### src/rtl/sync_fifo.sv
// First-word fall-through FIFO: the head entry is presented combinationally from the storage array.
// The caller qualifies push/pop against full/empty; dout reads as zero whenever the FIFO is empty.
module sync_fifo #(
  parameter int DATA_W     = 8,
  parameter int DEPTH_LOG2 = 3
) (
  input  logic                  clk,
  input  logic                  rst_n,
  input  logic                  push,
  input  logic                  pop,
  input  logic [DATA_W-1:0]     din,
  output logic [DATA_W-1:0]     dout,
  output logic                  full,
  output logic                  empty,
  output logic [DEPTH_LOG2:0]   count
);

  localparam int DEPTH = 1 << DEPTH_LOG2;
  localparam logic [DEPTH_LOG2:0] FULL_COUNT = (DEPTH_LOG2 + 1)'(DEPTH);

  logic [DATA_W-1:0]     mem [DEPTH];
  logic [DEPTH_LOG2-1:0] wr_ptr;
  logic [DEPTH_LOG2-1:0] rd_ptr;

  // NOTE: sequential state uses non-blocking assignments so every flop samples pre-edge values.
  always_ff @(posedge clk or negedge rst_n) begin
    if (!rst_n) begin
      wr_ptr <= '0;
      rd_ptr <= '0;
      count  <= '0;
    end else begin
      if (push) wr_ptr <= wr_ptr + 1'b1;
      if (pop)  rd_ptr <= rd_ptr + 1'b1;
      case ({push, pop})
        2'b10:   count <= count + 1'b1;
        2'b01:   count <= count - 1'b1;
        default: count <= count;
      endcase
    end
  end

  // NOTE: the storage array is deliberately not reset; stale entries are unreachable while count is 0.
  always_ff @(posedge clk) begin
    if (push) mem[wr_ptr] <= din;
  end

  assign full  = (count == FULL_COUNT);
  assign empty = (count == '0);
  assign dout  = empty ? '0 : mem[rd_ptr];

endmodule

### src/rtl/uart_fifo_bridge.sv
// CPU <-> UART byte buffering: a TX FIFO fed by CPU stores and an RX FIFO fed by the UART receiver.
// Holds the push/pop qualification, datapath stall gating and the sticky RX overflow flag.
module uart_fifo_bridge #(
  parameter int DATA_W     = 8,
  parameter int DEPTH_LOG2 = 3
) (
  input  logic              CLK,
  input  logic              reset_n,
  input  logic              Stall,
  input  logic [DATA_W-1:0] DataIn,
  input  logic              DataInValid,
  output logic              DataInReady,
  output logic [DATA_W-1:0] DataOut,
  output logic              DataOutValid,
  input  logic              DataOutReady,
  output logic [DATA_W-1:0] uart_tx_data,
  output logic              uart_tx_valid,
  input  logic              uart_tx_ready,
  input  logic [DATA_W-1:0] uart_rx_data,
  input  logic              uart_rx_valid,
  output logic              rx_overflow,
  input  logic              overflow_clr
);

  localparam logic [DEPTH_LOG2:0] FULL_COUNT = (DEPTH_LOG2 + 1)'(1 << DEPTH_LOG2);

  logic                tx_push, tx_pop, tx_full, tx_empty;
  logic                rx_push, rx_pop, rx_full, rx_empty;
  logic                rx_drop;
  logic [DEPTH_LOG2:0] tx_count, rx_count;

  // TX refuses pushes when full; RX accepts a byte into a full FIFO only if the head leaves this cycle.
  assign tx_push = DataInValid & ~Stall & ~tx_full;
  assign tx_pop  = ~tx_empty & uart_tx_ready;
  assign rx_pop  = DataOutReady & ~Stall & ~rx_empty;
  assign rx_push = uart_rx_valid & (~rx_full | rx_pop);
  assign rx_drop = uart_rx_valid & rx_full & ~rx_pop;

  sync_fifo #(.DATA_W(DATA_W), .DEPTH_LOG2(DEPTH_LOG2)) tx_fifo (
    .clk   (CLK),
    .rst_n (reset_n),
    .push  (tx_push),
    .pop   (tx_pop),
    .din   (DataIn),
    .dout  (uart_tx_data),
    .full  (tx_full),
    .empty (tx_empty),
    .count (tx_count)
  );

  sync_fifo #(.DATA_W(DATA_W), .DEPTH_LOG2(DEPTH_LOG2)) rx_fifo (
    .clk   (CLK),
    .rst_n (reset_n),
    .push  (rx_push),
    .pop   (rx_pop),
    .din   (uart_rx_data),
    .dout  (DataOut),
    .full  (rx_full),
    .empty (rx_empty),
    .count (rx_count)
  );

  // A drop in the same cycle as a clear wins, so no overflow event is ever lost.
  always_ff @(posedge CLK or negedge reset_n) begin
    if (!reset_n)          rx_overflow <= 1'b0;
    else if (rx_drop)      rx_overflow <= 1'b1;
    else if (overflow_clr) rx_overflow <= 1'b0;
  end

  assign DataInReady   = ~tx_full;
  assign uart_tx_valid = ~tx_empty;
  assign DataOutValid  = ~rx_empty;

  count_bound_tx: assert property (@(posedge CLK) disable iff (!reset_n) tx_count <= FULL_COUNT);
  count_bound_rx: assert property (@(posedge CLK) disable iff (!reset_n) rx_count <= FULL_COUNT);

endmodule
### config.mk
export PLATFORM = sky130hd
export DESIGN_NAME = uart_fifo_bridge
export DESIGN_NICKNAME = d
export VERILOG_FILES = /design/src/rtl/sync_fifo.sv /design/src/rtl/uart_fifo_bridge.sv
export SDC_FILE = /design/constraint.sdc
export NUM_CORES = 1
export LEC_CHECK = 0
export CELL_PAD_IN_SITES_DETAIL_PLACEMENT = 0
export CELL_PAD_IN_SITES_GLOBAL_PLACEMENT = 1
export CORE_AREA = 2 2 189 117
export CTS_BUF_LIST = sky130_fd_sc_hd__clkbuf_4 sky130_fd_sc_hd__clkbuf_8 sky130_fd_sc_hd__clkbuf_16
export CTS_CLUSTER_SIZE = 12
export DETAILED_ROUTE_END_ITERATION = 7
export DIE_AREA = 0 0 191 119
export PLACE_DENSITY = 0.5
export SYNTH_ARGS = -nofsm -noshare
export SYNTH_HDL_FRONTEND = slang
export SYNTH_HIERARCHICAL = 1
export SYNTH_SLANG_ARGS = --single-unit
### constraint.sdc
create_clock -name CLK -period 6.7 [get_ports CLK]
set_input_delay 1.34 -clock CLK [delete_from_list [all_inputs] [get_ports CLK]]
set_output_delay 1.34 -clock CLK [all_outputs]
set_load 0.01 [all_outputs]
Yosys cells after proc, flatten, opt, wreduce, memory -nomap -nowiden. Memory sizes are Yosys's and may differ from the RTL's. Cells that the tools add are included.

Register bits after elaboration: 21. Output and inout port bits: 20. Logic and storage cells: 53. RAM bits: 128. Memories: 2.

Memories: rx_fifo.mem (depth 8, bits a word 8, read ports 1, clocked after Yosys merged registers in 0, write ports 1, line sync_fifo.sv:21) `logic [DATA_W-1:0] mem [DEPTH];`; tx_fifo.mem (depth 8, bits a word 8, read ports 1, clocked after Yosys merged registers in 0, write ports 1, line sync_fifo.sv:21).

Mux-type cells: 10. Bitwise logic cells: 15. Reduce and logical (&&, ||, !) cells: 5. Add/sub/neg operators: 8. Equality and inequality tests: 6.

Operators with widths (number): $mux 8 (2); $pmux 4 s2 (2); $add 3x1->3 const B (4); $add 4x1->4 const B (2); $and 1x1->1 (8); $eq 4x4->1 const B (2); $logic_not 4->1 (2); $sub 4x1->4 const B (2); $mux 1 (6); $not 1->1 (6); $reduce_bool 2->1 (3); $eq 2x1->1 const B (2); $eq 2x2->1 const B (2); $or 1x1->1 (1).

Longest topological paths before layout. Gate-level depths: netlist of run 1.

Depth after elaboration: 7. Mapped depth: 12.

Cells and area by module. The synthesis of run 1 kept the hierarchy.

By module, submodules not included: sync_fifo (area each 3062.9 µm², sequential area each 2172.1 µm², cells an instance 157, times used 2); uart_fifo_bridge (area each 93.8 µm², sequential area each 25.0 µm², cells an instance 12, times used 1).

Worst setup path after synthesis of run 1. Ideal clock, no wire load.

Path kind: input to register. Start: input DataInValid. End: register tx_fifo.count[2]. Arrival: 3.016 ns. Stages: 9. Slack: 3.551 ns. Cells stage by stage: nor3b_1 -> inv_1 -> ha_1 -> xor2_1 -> ha_1 -> a21oi_1 -> xor2_1 -> nor2_1 -> xor2_1.

Longest elaborated chain between the ends: 4.

Ends and longest elaborated chain: from (decl) (line uart_fifo_bridge.sv:11) `input logic DataInValid,`; $and 1x1->1 (*) (2 in series) (line uart_fifo_bridge.sv:33) `assign tx_push = DataInValid & ~Stall & ~tx_full;`; $eq 2x1->1 or $eq 2x2->1 (tied branches) (line sync_fifo.sv:34) `case ({push, pop})`; $pmux 4 s2 or $reduce_bool 2->1 (tied branches); to (signal assigned) (line sync_fifo.sv:35) `2'b10: count <= count + 1'b1;`; to (signal assigned) (line sync_fifo.sv:36) `2'b01: count <= count - 1'b1;`; to (signal assigned) (line sync_fifo.sv:37) `default: count <= count;`; to (decl) (line sync_fifo.sv:15) `output logic [DEPTH_LOG2:0] count`.

Every way passes the cells marked *; elsewhere a longest branch is shown, timed or not. A chain may end at the register's enable or synchronous reset.

Final worst setup path of run 1.
Start: register rx_fifo.rd_ptr[0]. End: output DataOut[3].

Longest elaborated chain between the ends: 2.

Ends and longest elaborated chain: from (decl) (line sync_fifo.sv:23) `logic [DEPTH_LOG2-1:0] rd_ptr;`; from (signal assigned) (line sync_fifo.sv:33) `if (pop) rd_ptr <= rd_ptr + 1'b1;`; $mem_v2 8x8; $mux 8 (line sync_fifo.sv:49) `assign dout = empty ? '0 : mem[rd_ptr];`; to (decl) (line uart_fifo_bridge.sv:13) `output logic [DATA_W-1:0] DataOut,`.

Every way passes these cells.

==> results.py, run 1 <==
metrics = {
    "status": {
        "outcome": "complete, no violations",
    },
    "critical_path": {
        "path_buf_inv": 1,
        "reg2reg_slack_ps": 3600,
        "reg2reg_from": "rx_fifo/count[1]",
        "cp.depth": 4,
        "slowest_delay_ps": 1060,
        "arrival_ps": 2960,
        "startpoint": "rx_fifo/rd_ptr[0]",
        "cp_cell_sequence": "mux4_1, mux2i_1, nor2_1, clkdlybuf4s50_1",
        "critical_path.top_delay_family": "flip-flops",
        "cp-start-kind": "flip-flop",
        "crit_required_ps": 5360,
        "worst-path-max-fanout": 18,
        "criticalPathCategory": "reg2out",
        "regToRegEndpoint": "rx_fifo/count[2]",
        "cp_slowest_cell": "dfrtp_1",
        "crit_path_end": "DataOut[3]",
        "cp-end-kind": "output pin",
        "rr_worst_depth": 11,
    },
    "logic_synthesis": {
        "synth_top_area_cell": "edfxtp_1",
        "seq_area_frac_synth_pct": 70.2,
        "synth.area.top_cells": "edfxtp_1 62%, dfrtp_1 8.4%, mux4_2 6.5%",
        "synth_top_area_share_pct": 61.8,
        "synth_nets": 360,
        "synth_warnings": 6,
        "avgSynthCellArea_um2": 19.1,
        "syn-cell-area_um2": 6220,
        "yosys.cell_types.count": 30,
        "netlist_instances": 326,
        "synth-seq-cells": 149,
    },
    "global_routing": {
        "grt_pass1_vias": 3005,
        "antenna_found_initial": 0,
        "grt_pass1_wl_um": 19200,
        "grt_max_degree": 22,
        "grt_use_total_pct": 11.9,
        "grt_overflow": 0,
    },
    "pwr": {
        "power_density_nw_per_um2": 432,
        "vdd_drop_max_mv": 0.197,
        "p_leak_nw": 2.54,
    },
    "route": {
        "drc": 0,
        "detail-route-antenna-nets": 0,
        "finalWirelength_um": 12500,
        "vias_per_cell": 4.57,
        "first_pass_iters": 6,
        "num_vias": 3076,
        "detail_route.wl_per_cell_um": 18.6,
        "initialDrtViolationCount": 191,
    },
    "finish": {
        "post-route-util_pct": 35.2,
        "drive_gt1_share_pct": 16.0,
        "layout.cells.non_filler": 673,
        "final_area_um2": 7480,
        "syn2layout_area_growth_pct": 20.3,
        "antenna_cells": 0,
        "final_net_count": 408,
    },
    "worst_hold_path": {
        "min_path_type": "reg2reg",
    },
    "clocking": {
        "cts_setup_buffers": 0,
        "clkTransAtPathRegs_ps": 60,
        "worstSkewPairLatency_ps": 410,
        "htreeDepth": 4,
        "cts_sinks": 149,
        "cts_resized": 0,
        "numCtsBuffers": 17,
        "clockBufferDepth": 2,
        "hold_buffers": 0,
        "ctsRootBufferMaster": "clkbuf_16",
        "tritoncts": "yes",
    },
    "place": {
        "place_area_um2": 6900,
        "dp_hpwl_um": 7900,
        "place_congestion": 0.707,
        "place_inst": 641,
        "port_buffers": 43,
    },
    "die": {
        "die_h_um": 119,
        "ios": 44,
        "start_util_pct": 29.2,
        "rows": 42,
        "coreArea_um2": 21300,
        "dieArea_um2": 22700,
        "die_w_um": 191,
    },
    "sta": {
        "rsz0062_at_grt": "no",
        "fin_crit_sh_pct": 64.1,
        "relSlewSlack_pct": 11.2,
        "slew_viol_final": 0,
        "setup_viol": 0,
        "timing.final.crit_period_ps": 4300,
        "fmax_mhz": 233,
        "hold_viol": 0,
        "tns_ps": 0,
        "worst_slew_pin_slew_ps": 1320,
        "fin_worst_skew_ps": 8.16,
    },
    "job": {
        "cap_violations": 0,
    },
}
flip-flops by register name, summed over array words and instances, names as in the netlist, 3 cells and up:
register	cells
rx_fifo/mem	64
tx_fifo/count	4
rx_fifo/count	4
tx_fifo/mem	64
rx_fifo/wr_ptr	3
tx_fifo/wr_ptr	3
tx_fifo/rd_ptr	3
rx_fifo/rd_ptr	3
layer usage:
metal	part of all wire [%]	wire length [um]	GRT usage (%)	vias up
li1	-	-	-	1389
met1	54	6700	18.3	1611
met2	41	5150	15.4	64
met3	4.1	512	3.68	12
met4	1.1	138	4.65	0
met5	0	0	0	-
cells by family after synthesis:
family	after synthesis	share of synthesized area (%)
simple gates	62	5.41
xor+xnor	18	2.53
compound gates	8	0.946
flops	149	70.2
fa+ha+maj	10	2.01
buf+inv	23	2.43
mux	56	16.4
area by class of cell:
type	count	area, um^2
fill	1996	13800
inverter	7	26.3
clock buffer	21	455
tap	286	358
timing repair buffer	45	445
sequential	149	4370
clock inverter	11	126
multi-input combinational	154	1700
synthesized netlist by cell type:
library cell / number
o41ai_1: 2
xor2_1: 12
ha_1: 10
buf_2: 6
mux2_2: 6
mux4_1: 14
nor2_1: 30
dfrtp_1: 21
nand2_1: 9
edfxtp_1: 128
xnor2_1: 6
nor3b_4: 1
a41oi_1: 2
nor3_1: 6
buf_12: 2
mux2i_1: 18
buf_4: 2
nand2b_1: 6
mux4_2: 18
clkbuf_2: 2
buf_6: 2
o21a_1: 1
o22ai_1: 1
clkbuf_1: 2
inv_1: 7
nor4b_1: 4
nor2b_1: 3
nor4_4: 2
nor3b_1: 1
a21oi_1: 2
through the flow:
stage / hold slack [ps] / total power, mW / setup WS [ps]
floorplan: 458 / 1.99 / 3550
global placement: 478 / 2.33 / 2430
detailed placement: 482 / 2.34 / 2390
CTS: 500 / 3.29 / 2320
global route: 507 / 3.43 / 2170
finish: 501 / 3.23 / 2400
placed cells by master (no fill, tap or decap), types with 3 or more instances in the layout:
cell             count
nand2_1              9
clkbuf_16           17
mux4_2              18
mux2i_1             18
nor4b_1              4
mux2_2               6
nand2b_1             6
clkbuf_4             4
dfrtp_1             21
inv_1                7
inv_6                3
xor2_1              12
nor2_1              30
clkinvlp_4           4
xnor2_1              6
nor3_1               5
ha_1                10
edfxtp_1           128
mux4_1              14
nor2b_1              3
clkdlybuf4s50_1     43
power breakdown:
part           internal, mW  leakage [nW]  switching (mW)  total [mW]
sequential             1.17          1.41           0.217        1.39
clock                 0.566         0.278           0.369       0.936
combinational         0.526         0.852           0.384       0.911
total                  2.26          2.54           0.971        3.23
how the worst min path moves through the flow:
| stage | slack [ps] | to | start | cells after the start |
|---|---|---|---|---|
| 6_report | 500 | rx_fifo/wr_ptr[2] | rx_fifo/wr_ptr[2] | 1 |
| 5_1_grt | 510 | rx_fifo/wr_ptr[2] | rx_fifo/wr_ptr[2] | 1 |
| 3_5_place_dp | 480 | rx_fifo/wr_ptr[2] | rx_fifo/wr_ptr[2] | 1 |
| 2_1_floorplan | 460 | tx_fifo/wr_ptr[2] | tx_fifo/wr_ptr[2] | 1 |
| 4_1_cts | 500 | rx_fifo/wr_ptr[2] | rx_fifo/wr_ptr[2] | 1 |
| 3_3_place_gp | 480 | rx_fifo/wr_ptr[2] | rx_fifo/wr_ptr[2] | 1 |
Power figures use the tool's default switching activity.
==> run 2, diff against run 1 <==
==> constraint.sdc (replaced) <==
create_clock -name CLK -period 4.4 [get_ports CLK]
set_input_delay 0.88 -clock CLK [delete_from_list [all_inputs] [get_ports CLK]]
set_output_delay 0.88 -clock CLK [all_outputs]
set_load 0.01 [all_outputs]
==> run 2 against run 1 <==
Against the previous run:
- worst hold slack got worse by 6.3 ps
- first-iteration DRC count fell by 15%
- global-route usage fell by 0.19 points
- sequential share of layout area fell by 0.22 points
- clock power rose by 38%
- cell count rose by 1.8%
- critical path depth did not move
- total power rose by 49%
- critical endpoint is now uart_tx_data[5]
- utilization rose by 0.14 points
- largest cell class unchanged
- sequential cell count did not move
- die area did not move
- worst setup slack got worse by 1400 ps
==> results.py, run 2 (synthesis results as in run 1) <==
metrics = {
    "sta": {
        "tns_ps": 0,
        "rsz0062_at_grt": "no",
        "slew_viol_final": 0,
        "whs_ps": 495,
        "fmax_mhz": 292,
        "timing.final.crit_period_ps": 3420,
        "fin_crit_sh_pct": 77.8,
        "relSlewSlack_pct": 29.9,
        "hold_viol": 0,
        "fin_worst_skew_ps": 15.4,
        "setup_viol": 0,
        "worst_slew_pin_slew_ps": 1050,
    },
    "clocking": {
        "ctsRootBufferMaster": "clkbuf_16",
        "clkTransAtPathRegs_ps": 60,
        "cts_resized": 0,
        "hold_buffers": 0,
        "htreeDepth": 4,
        "numCtsBuffers": 17,
        "worstSkewPairLatency_ps": 430,
        "tritoncts": "yes",
        "cts_sinks": 149,
        "cts_setup_buffers": 0,
        "clockBufferDepth": 2,
    },
    "critical_path": {
        "cp-start-kind": "flip-flop",
        "arrival_ps": 2540,
        "crit_required_ps": 3520,
        "criticalPathCategory": "reg2out",
        "worst-path-max-fanout": 18,
        "cp-end-kind": "output pin",
    },
    "route": {
        "finalWirelength_um": 12300,
        "first_pass_iters": 4,
        "detail-route-antenna-nets": 0,
        "initialDrtViolationCount": 163,
        "drc": 0,
        "vias_per_cell": 4.45,
        "num_vias": 3046,
        "detail_route.wl_per_cell_um": 18.0,
    },
    "place": {
        "place_area_um2": 6990,
        "dp_hpwl_um": 7910,
        "port_buffers": 43,
        "place_congestion": 0.711,
    },
    "job": {
        "cap_violations": 0,
    },
    "finish": {
        "final_cell_mix": "128 x edfxtp_1, 43 x clkdlybuf4s50_1, 30 x nor2_1, 21 x dfrtp_1",
        "post-route-util_pct": 35.3,
        "final_net_count": 420,
        "syn2layout_area_growth_pct": 20.8,
        "drive_gt1_share_pct": 18.0,
        "final_area_um2": 7510,
        "final_common_cell": "edfxtp_1",
        "fillers": 1992,
        "largestRegisters": "rx_fifo/mem: 64 flops, tx_fifo/mem: 64 flops",
        "antenna_cells": 0,
    },
    "pwr": {
        "p_total_mw": 4.83,
        "vdd_drop_max_mv": 0.285,
        "power_density_nw_per_um2": 642,
        "p_leak_nw": 2.58,
    },
    "global_routing": {
        "grt_use_total_pct": 11.7,
        "grt_overflow": 0,
        "antenna_found_initial": 0,
        "grt_max_degree": 22,
        "grt_pass1_vias": 3091,
        "grt_pass1_wl_um": 18800,
    },
    "die": {
        "start_util_pct": 29.2,
        "ios": 44,
        "coreArea_um2": 21300,
        "die_w_um": 191,
        "dieArea_um2": 22700,
        "die_h_um": 119,
        "rows": 42,
    },
    "status": {
        "outcome": "complete, no violations",
    },
    "worst_hold_path": {
        "min_path_type": "reg2reg",
    },
}
==> run 2: cell types whose count changed in the layout (fill, tap and decap cells not counted), moves of 2 or more <==
cell and change:
bufinv_16 -2, clkinv_4 +2, inv_6 -2, clkbuf_4 -2, buf_4 +12, clkinv_2 +3
==> run 2: power by group <==
part           switching [mW]  leakage, nW  total (mW)  internal [mW]
clock                   0.566        0.253        1.29          0.726
combinational           0.645        0.914        1.47          0.829
sequential              0.282         1.41        2.06           1.78
==> run 2: worst max-delay path, stage by stage, from the launching register on <==
cell and delay (ps):
dfrtp_1 890, mux4_1 430, mux2i_1 220, nor2_1 60, clkdlybuf4s50_1 510
==> run 2: layer usage <==
| layer | global-route usage, % | share of wire (%) |
|---|---|---|
| met3 | 3.60 | 4.5 |
| met4 | 4.94 | 1.5 |
| met2 | 15.6 | 41 |
| met1 | 17.5 | 53 |
| met5 | 0 | 0 |
==> run 2: path summary, 6_finish.rpt <==
path	start	end	slack, ps	cells after the start
min in group asynchronous	reset_n	rx_fifo/count[1]	1030	1
max reg2reg	tx_fifo/count[1]	tx_fifo/count[2]	1580	9
min reg2reg	tx_fifo/wr_ptr[2]	tx_fifo/wr_ptr[2]	500	1
max in group asynchronous	reset_n	tx_fifo/wr_ptr[0]	2730	1
max	tx_fifo/rd_ptr[1]	uart_tx_data[5]	980	4
min	tx_fifo/wr_ptr[2]	tx_fifo/wr_ptr[2]	500	1
==> run 2: cell type report <==
type | instances | area, um^2 | share of cell area (%)
Clock inverter | 13 | 85.1 | 1.13
Sequential cell | 149 | 4370 | 58.2
Multi-Input combinational cell | 154 | 1700 | 22.6
Inverter | 7 | 26.3 | 0.350
Tap cell | 286 | 358 | 4.76
Clock buffer | 19 | 440 | 5.86
Timing Repair Buffer | 57 | 536 | 7.13
==> run 2: metrics by stage <==
stage               setup WS, ps  cells
detailed placement          1030    653
global route                 788    685
CTS                          930    685
global placement            1060    653
floorplan                   1710    326
finish                       978    685
==> run 3, diff against run 2 <==
==> constraint.sdc (replaced) <==
create_clock -name CLK -period 3.25 [get_ports CLK]
set_input_delay 0.65 -clock CLK [delete_from_list [all_inputs] [get_ports CLK]]
set_output_delay 0.65 -clock CLK [all_outputs]
set_load 0.01 [all_outputs]
==> run 3 against run 2 <==
Against the previous run:
- clock power is 53% higher
- utilization is 0.85 points higher
- worst hold slack better by 1.3 ps
- clock skew is 7.4 ps lower
- global-route usage is 0.21 points lower
- highest routed layer unchanged
==> results.py, run 3 (synthesis results as in run 1) <==
metrics = {
    "sta": {
        "timing.final.crit_period_ps": 3060,
        "setup_viol": 0,
        "rsz0062_at_grt": "no",
        "slew_viol_final": 0,
        "tns_ps": 0,
        "worst_slew_pin_slew_ps": 621,
        "hold_viol": 0,
        "fin_worst_skew_ps": 8.04,
        "fmax_mhz": 327,
        "whs_ps": 496,
        "worst_slack_ps": 191,
        "relSlewSlack_pct": 58.6,
        "fin_crit_sh_pct": 94.1,
    },
    "clocking": {
        "numCtsBuffers": 17,
        "hold_buffers": 0,
        "clockBufferDepth": 2,
        "cts_setup_buffers": 0,
        "worstSkewPairLatency_ps": 420,
        "tritoncts": "yes",
        "clkTransAtPathRegs_ps": 60,
        "cts_sinks": 149,
        "ctsRootBufferMaster": "clkbuf_16",
        "cts_resized": 0,
        "htreeDepth": 4,
    },
    "global_routing": {
        "grt_pass1_vias": 3159,
        "grt_max_degree": 22,
        "antenna_found_initial": 0,
        "grt_overflow": 0,
        "grt_pass1_wl_um": 18600,
        "grt_busiest_layer": "met1",
        "met2_usage_pct": 16.0,
        "grt_use_total_pct": 11.5,
        "grt.met3_usage_pct": 3.27,
        "grt_use_met1_pct": 16.7,
    },
    "finish": {
        "largestRegisters": "rx_fifo/mem: 64 flops, tx_fifo/mem: 64 flops",
        "antenna_cells": 0,
        "final_area_um2": 7690,
        "post-route-util_pct": 36.1,
        "syn2layout_area_growth_pct": 23.7,
        "seqCellArea_um2": 4370,
        "final_net_count": 433,
        "multiInputGateArea_um2": 1700,
        "drive_gt1_share_pct": 20.9,
        "fillers": 1979,
        "final_common_cell": "edfxtp_1",
        "layout.cells.non_filler": 698,
        "final_cell_mix": "128 x edfxtp_1, 43 x clkdlybuf4s50_1, 30 x nor2_1, 26 x buf_4, 21 x dfrtp_1",
    },
    "die": {
        "dieArea_um2": 22700,
        "rows": 42,
        "start_util_pct": 29.2,
        "ios": 44,
        "die_h_um": 119,
        "die_w_um": 191,
        "coreArea_um2": 21300,
    },
    "route": {
        "finalWirelength_um": 12200,
        "num_vias": 3090,
        "initialDrtViolationCount": 218,
        "vias_per_cell": 4.43,
        "detail_route.wl_per_cell_um": 17.4,
        "first_pass_iters": 4,
        "detail-route-antenna-nets": 0,
        "drc": 0,
    },
    "critical_path": {
        "cp-end-kind": "output pin",
        "criticalPathCategory": "reg2out",
        "worst-path-max-fanout": 18,
        "rr_worst_depth": 11,
        "crit_required_ps": 2600,
        "cp-start-kind": "flip-flop",
        "arrival_ps": 2410,
        "cp_cell_sequence": "buf_4, mux4_1, mux2i_1, nor2_1, clkdlybuf4s50_1",
        "slowest_delay_ps": 630,
        "cp_slowest_cell": "mux4_1",
    },
    "place": {
        "place_ws_ps": 467,
        "place_inst": 666,
        "dp_hpwl_um": 7860,
        "place_area_um2": 7100,
        "place_congestion": 0.726,
        "port_buffers": 43,
    },
    "worst_hold_path": {
        "min_path_type": "reg2reg",
        "whs_path_depth": 1,
    },
    "job": {
        "cap_violations": 0,
    },
    "pwr": {
        "power_density_nw_per_um2": 885,
        "p_total_mw": 6.81,
        "p_leak_nw": 2.69,
        "vdd_drop_max_mv": 0.423,
    },
    "status": {
        "outcome": "complete, no violations",
    },
}
-- run 3: layout make-up --
cell class | instances | area share, %
clock buffer | 17 | 5.53
clock inverter | 15 | 2.21
timing repair buffer | 70 | 8.39
sequential | 149 | 56.8
multi-input combinational | 154 | 22.1
tap | 286 | 4.65
inverter | 7 | 0.342
-- run 3: worst paths after layout --
check,endpoint,start,slack [ps]
min reg2reg,rx_fifo/wr_ptr[2],rx_fifo/wr_ptr[2],500
min,rx_fifo/wr_ptr[2],rx_fifo/wr_ptr[2],500
max in group asynchronous,rx_fifo/wr_ptr[0],reset_n,2430
min in group asynchronous,rx_fifo/count[3],reset_n,590
max reg2reg,rx_fifo/count[2],rx_fifo/count[1],810
max,DataOut[3],rx_fifo/rd_ptr[0],190
-- run 3: where the power goes --
group          switching (mW)  total (mW)  internal (mW)
Clock                   0.823        1.97           1.15
Combinational           0.975        2.15           1.17
Sequential              0.285        2.69           2.41
Total                    2.08        6.81           4.73
-- run 3: routing by layer --
metal,up-vias,part of all wire [%]
li1,1434,-
met1,1599,53
met2,45,42
met3,12,3.2
met4,0,1.4
met5,-,0
-- run 3: worst max-delay path, delay by kind of cell, from the launching register on --
family	cells	cell delay, ps
muxes	2	780
and+or+nand+nor	1	70
DFF	1	320
buffers and inverters	2	800
